File: src/rtl/dm_access_ctrl.sv
// Data-memory access controller: accepts one load/store from the MEM stage,
// checks alignment and range, drives the word-organised memory port and
// returns an extended load result as a one-cycle response.
module dm_access_ctrl #(
  parameter logic [31:0] ADDR_BASE   = 32'h0000_0000,
  parameter int unsigned WAIT_CYCLES = 0
) (
  input  logic        clk,
  input  logic        rst,
  input  logic        req_valid,
  output logic        req_ready,
  input  logic        req_we,
  input  logic [1:0]  req_size,
  input  logic        req_unsigned,
  input  logic [31:0] req_addr,
  input  logic [31:0] req_wdata,
  output logic        resp_valid,
  output logic [31:0] resp_rdata,
  output logic        resp_err,
  output logic [9:0]  dm_addr,
  output logic [3:0]  dm_be,
  output logic [31:0] dm_wd,
  output logic        dm_we,
  input  logic [31:0] dm_rd
);

  localparam logic [3:0] WAIT_INIT = 4'(WAIT_CYCLES);

  typedef enum logic [1:0] {
    IDLE   = 2'd0,
    ACCESS = 2'd1,
    RESP   = 2'd2
  } state_t;

  state_t      state, state_nxt;
  logic        we_q;
  logic [1:0]  size_q;
  logic        uns_q;
  logic [11:0] addr_q;
  logic [31:0] wdata_q;
  logic [3:0]  cnt_q;

  logic        accept;
  logic        req_bad;
  logic [3:0]  be_lat;
  logic [7:0]  byte_sel;
  logic [15:0] half_sel;
  logic [31:0] ld_data;
  logic        access_last;

  assign accept      = req_valid && req_ready;
  assign access_last = (state == ACCESS) && (cnt_q == 4'd0);

  // Request legality: size, natural alignment and 4 KB window around ADDR_BASE
  always_comb begin
    req_bad = 1'b0;
    if (req_size == 2'b11)                            req_bad = 1'b1;
    if (req_size == 2'b01 && req_addr[0])             req_bad = 1'b1;
    if (req_size == 2'b10 && req_addr[1:0] != 2'b00)  req_bad = 1'b1;
    if (req_addr[31:12] != ADDR_BASE[31:12])          req_bad = 1'b1;
  end

  // Byte-enable pattern for the latched request
  always_comb begin
    be_lat = 4'b0000;
    case (size_q)
      2'b00:   be_lat = 4'b0001 << addr_q[1:0];
      2'b01:   be_lat = addr_q[1] ? 4'b1100 : 4'b0011;
      default: be_lat = 4'b1111;
    endcase
  end

  // Lane extraction and sign/zero extension of the memory read word
  always_comb begin
    byte_sel = dm_rd[7:0];
    case (addr_q[1:0])
      2'b00: byte_sel = dm_rd[7:0];
      2'b01: byte_sel = dm_rd[15:8];
      2'b10: byte_sel = dm_rd[23:16];
      2'b11: byte_sel = dm_rd[31:24];
      default: byte_sel = dm_rd[7:0];
    endcase
    half_sel = addr_q[1] ? dm_rd[31:16] : dm_rd[15:0];
    ld_data  = dm_rd;
    case (size_q)
      2'b00:   ld_data = uns_q ? {24'b0, byte_sel} : {{24{byte_sel[7]}}, byte_sel};
      2'b01:   ld_data = uns_q ? {16'b0, half_sel} : {{16{half_sel[15]}}, half_sel};
      default: ld_data = dm_rd;
    endcase
  end

  // State register
  always_ff @(posedge clk) begin
    if (rst) state <= IDLE;
    else     state <= state_nxt;
  end

  // Next-state logic
  always_comb begin
    state_nxt = state;
    case (state)
      IDLE:    if (accept) state_nxt = req_bad ? RESP : ACCESS;
      ACCESS:  if (cnt_q == 4'd0) state_nxt = RESP;
      RESP:    state_nxt = IDLE;
      default: state_nxt = IDLE;
    endcase
  end

  // Handshake and memory strobes; all gated by rst so nothing escapes during reset
  always_comb begin
    req_ready  = (state == IDLE) && !rst;
    resp_valid = (state == RESP) && !rst;
    dm_we      = access_last && we_q && !rst;
    dm_be      = ((state == ACCESS) && !rst) ? be_lat : 4'b0000;
    dm_addr    = addr_q[11:2];
    dm_wd      = wdata_q;
  end

  // Request latch, wait counter and response registers
  always_ff @(posedge clk) begin
    if (rst) begin
      we_q       <= 1'b0;
      size_q     <= '0;
      uns_q      <= 1'b0;
      addr_q     <= '0;
      wdata_q    <= '0;
      cnt_q      <= '0;
      resp_rdata <= '0;
      resp_err   <= 1'b0;
    end else begin
      if (accept) begin
        we_q    <= req_we;
        size_q  <= req_size;
        uns_q   <= req_unsigned;
        addr_q  <= req_addr[11:0];
        wdata_q <= req_wdata;
        cnt_q   <= WAIT_INIT;
        if (req_bad) begin
          resp_err   <= 1'b1;
          resp_rdata <= '0;
        end
      end
      if (state == ACCESS) begin
        if (cnt_q != 4'd0) begin
          cnt_q <= cnt_q - 4'd1;
        end else begin
          resp_err   <= 1'b0;
          resp_rdata <= we_q ? 32'h0 : ld_data;
        end
      end
    end
  end

endmodule

File: config.mk
export PLATFORM = sky130hd
export DESIGN_NAME = dm_access_ctrl
export DESIGN_NICKNAME = d
export VERILOG_FILES = /design/src/rtl/dm_access_ctrl.sv
export SDC_FILE = /design/constraint.sdc
export NUM_CORES = 1
export LEC_CHECK = 0
export CAP_MARGIN = 10
export CORE_MARGIN = 2
export CORE_UTILIZATION = 41
export DETAILED_ROUTE_END_ITERATION = 16
export MAX_ROUTING_LAYER = met4
export PLACE_DENSITY = 0.84
export SKIP_LAST_GASP = 1
export SLEW_MARGIN = 25
export SYNTH_ARGS = -nofsm -noshare
export SYNTH_HDL_FRONTEND = slang
export SYNTH_SLANG_ARGS = --single-unit
File: constraint.sdc
create_clock -name clk -period 2.7 [get_ports clk]
set_clock_uncertainty 0.2 [all_clocks]
set_input_delay 0.405 -clock clk [delete_from_list [all_inputs] [get_ports clk]]
set_output_delay 0.405 -clock clk [all_outputs]
set_load 0.05 [all_outputs]
==> flow_summary.yaml <==
power_and_ir_drop:
  powerDensity_nw_per_um2: 499
  ir_drop_mv: 0.372
  leakagePower_nw: 2.11
  p_total_w: 0.00299
detailed_routing:
  drt_pass1_iterations: 5
  wl_met2_um: 6200
  routedWlPerCell_um: 16.8
  drt-total-wl_um: 12700
  ant_nets: 0
  drc: 0
  num_vias: 4131
  drt_first_iter_violations: 207
  wl_met3_um: 1110
  via_per_inst: 5.47
  dr.max_layer_used: "met4"
  met1Wirelength_um: 5030
global_route:
  grt_pass1_vias: 4142
  grt_pass1_wl_um: 20000
  grt_use_total_pct: 26.0
  antenna_found_initial: 0
  grt_max_degree: 50
  grt_overflow: 0
critical_path:
  critPathMaxFanout: 6
  worstSetupStartpointType: "flop"
  required_ns: 2.10
  arrival_ns: 1.75
  cp-end-kind: "primary output"
  critPathKind: "flop to primary output"
job:
  drv_cap: 0
clock_tree:
  hold_buffers: 0
  cts.repair.resized: 0
  cts_tree: "yes"
  htree_levels: 3
  ctsRootBufferMaster: "clkbuf_8"
  clk_pin_slew_ns: 0.09
  cts_setup_buffers: 0
  clock_latency_ns: 0.35
  cts_made_buffers: 9
  cts_buffer_depth: 2
  cts.sinks: 87
timing:
  fin_crit_sh_pct: 87.3
  max_freq_ghz: 0.424
  fin_crit_ns: 2.36
  tightest_slew_ns: 0.573
  rsz0062_at_grt: "false"
  hold_violations: 0
  setup_tns_ns: 0
  setup-violations-final: 0
  maxSlewHeadroom_pct: 61.7
  setup_ws_ns: 0.342
  maxSlewViolCount: 0
finish:
  syn_to_final_growth_pct: 58.9
  drive_above_1_share_pct: 7.11
  num-fill-cells: 714
  nets: 746
  final_core_util_pct: 68.0
  fin_area_um2: 5990
  final_cell_mix: "176 x clkdlybuf4s50_1, 129 x nand2_1, 87 x dfxtp_1"
  n_antenna_cell: 0
  layout_commonest_cell: "clkdlybuf4s50_1"
placed_design:
  port_buffers: 184
  place_ws_ns: 0.194
  place_area_um2: 5750
  gp_congestion: 0.886
  hpwl_um: 9380
logic_synthesis:
  yosysTopAreaCell: "dfxtp_1"
  synthArstFlopShare_pct: 0
  ys_ff_latch: 87
  syn_area_per_cell_um2: 7.90
  yosys_warnings: 0
  synth.area.top_cells: "dfxtp_1 46%, nand2_1 13%, a21oi_1 8.6%, o22ai_1 5.3%, clkbuf_1 2.6%"
  synth-edff-count: 0
  netlist_instances: 477
  synth.distinct_cells: 39
  ys_seq_area_share_pct: 46.2
  synth_fp_nets: 581
  post-synth-top-area-fraction_pct: 46.2
  synth_area_um2: 3770
  yosys_most_used_dff: "dfxtp_1"
die:
  die_x_um: 99.9
  fp-row-count: 34
  die_h_um: 99.9
  start_util_pct: 42.8
  io-pin-count: 185
  fp.coreArea_um2: 8810
  dieArea_um2: 9970
run_status:
  outcome: "finished, final reports clean"
min_path:
  min-delay-path-class: "input pin to flop"
-- through the flow --
| stage | hold slack (ns) | std cells |
|---|---|---|
| global placement | 0.241 | 739 |
| floorplan | 0.237 | 477 |
| detailed placement | 0.246 | 739 |
| global route | 0.156 | 755 |
| finish | 0.144 | 755 |
| CTS | 0.142 | 755 |
-- flip-flops by register name (all words and copies together), names as in the netlist --
register / count
cnt_q: 4
dm_wd: 32
resp_rdata: 32
we_q: 1
size_q: 2
resp_err: 1
state: 2
addr_q: 12
uns_q: 1
-- logic make-up after synthesis --
| family | synth area share (%) |
|---|---|
| and+or+nand+nor | 24.2 |
| muxes | 0.863 |
| AOI/OAI and AO/OA | 22.2 |
| adders and majority gates | 0.332 |
| buffers and inverters | 6.21 |
| DFF | 46.2 |
-- where the power goes --
group	total, W	switching, W	internal [W]
Clock	0.00109	0.000474	0.000618
Sequential	0.00134	0.0000206	0.00132
Combinational	0.000556	0.000297	0.000260
Total	0.00299	0.000792	0.00219
-- layout make-up --
| class | instances | area [µm²] | share of cell area (%) |
|---|---|---|---|
| clock buffer | 11 | 131 | 2.19 |
| clock inverter | 5 | 106 | 1.78 |
| inverter | 4 | 15.0 | 0.251 |
| multi-input combinational | 340 | 1800 | 30.1 |
| sequential | 87 | 1740 | 29.1 |
| tap | 108 | 135 | 2.26 |
| timing repair buffer | 200 | 2050 | 34.3 |
-- metal layers --
layer | track usage, % | vias up
li1 | - | 1969
met1 | 30.7 | 1920
met2 | 43.9 | 216
met3 | 5.64 | 26
met4 | 9.38 | 0
met5 | - | -
-- cells in the mapped netlist (8+ instances only) --
cell type	instances
nand3b_1	8
dfxtp_1	87
nor2_1	24
o22ai_1	32
a21o_1	8
nand2_1	130
a21oi_1	65
nor2b_1	10
o21ai_0	10
buf_4	10
clkbuf_1	26
a221oi_1	8
-- worst paths after layout --
| kind | from | to | slack [ns] | depth (start not counted) |
|---|---|---|---|---|
| worst max-delay path | state[0] | dm_be[3] | 0.34 | 3 |
| worst min-delay path | rst | state[0] | 0.14 | 2 |
| worst max register to register | state[0] | resp_rdata[25] | 0.52 | 5 |
| worst min register to register | addr_q[6] | addr_q[6] | 0.26 | 2 |
-- worst max-delay path: stages (launching register included) --
cell	delay (ns)
dfxtp_1	0.43
or3b_1	0.49
a21oi_1	0.30
buf_12	0.18
Power figures use the tool's default switching activity.
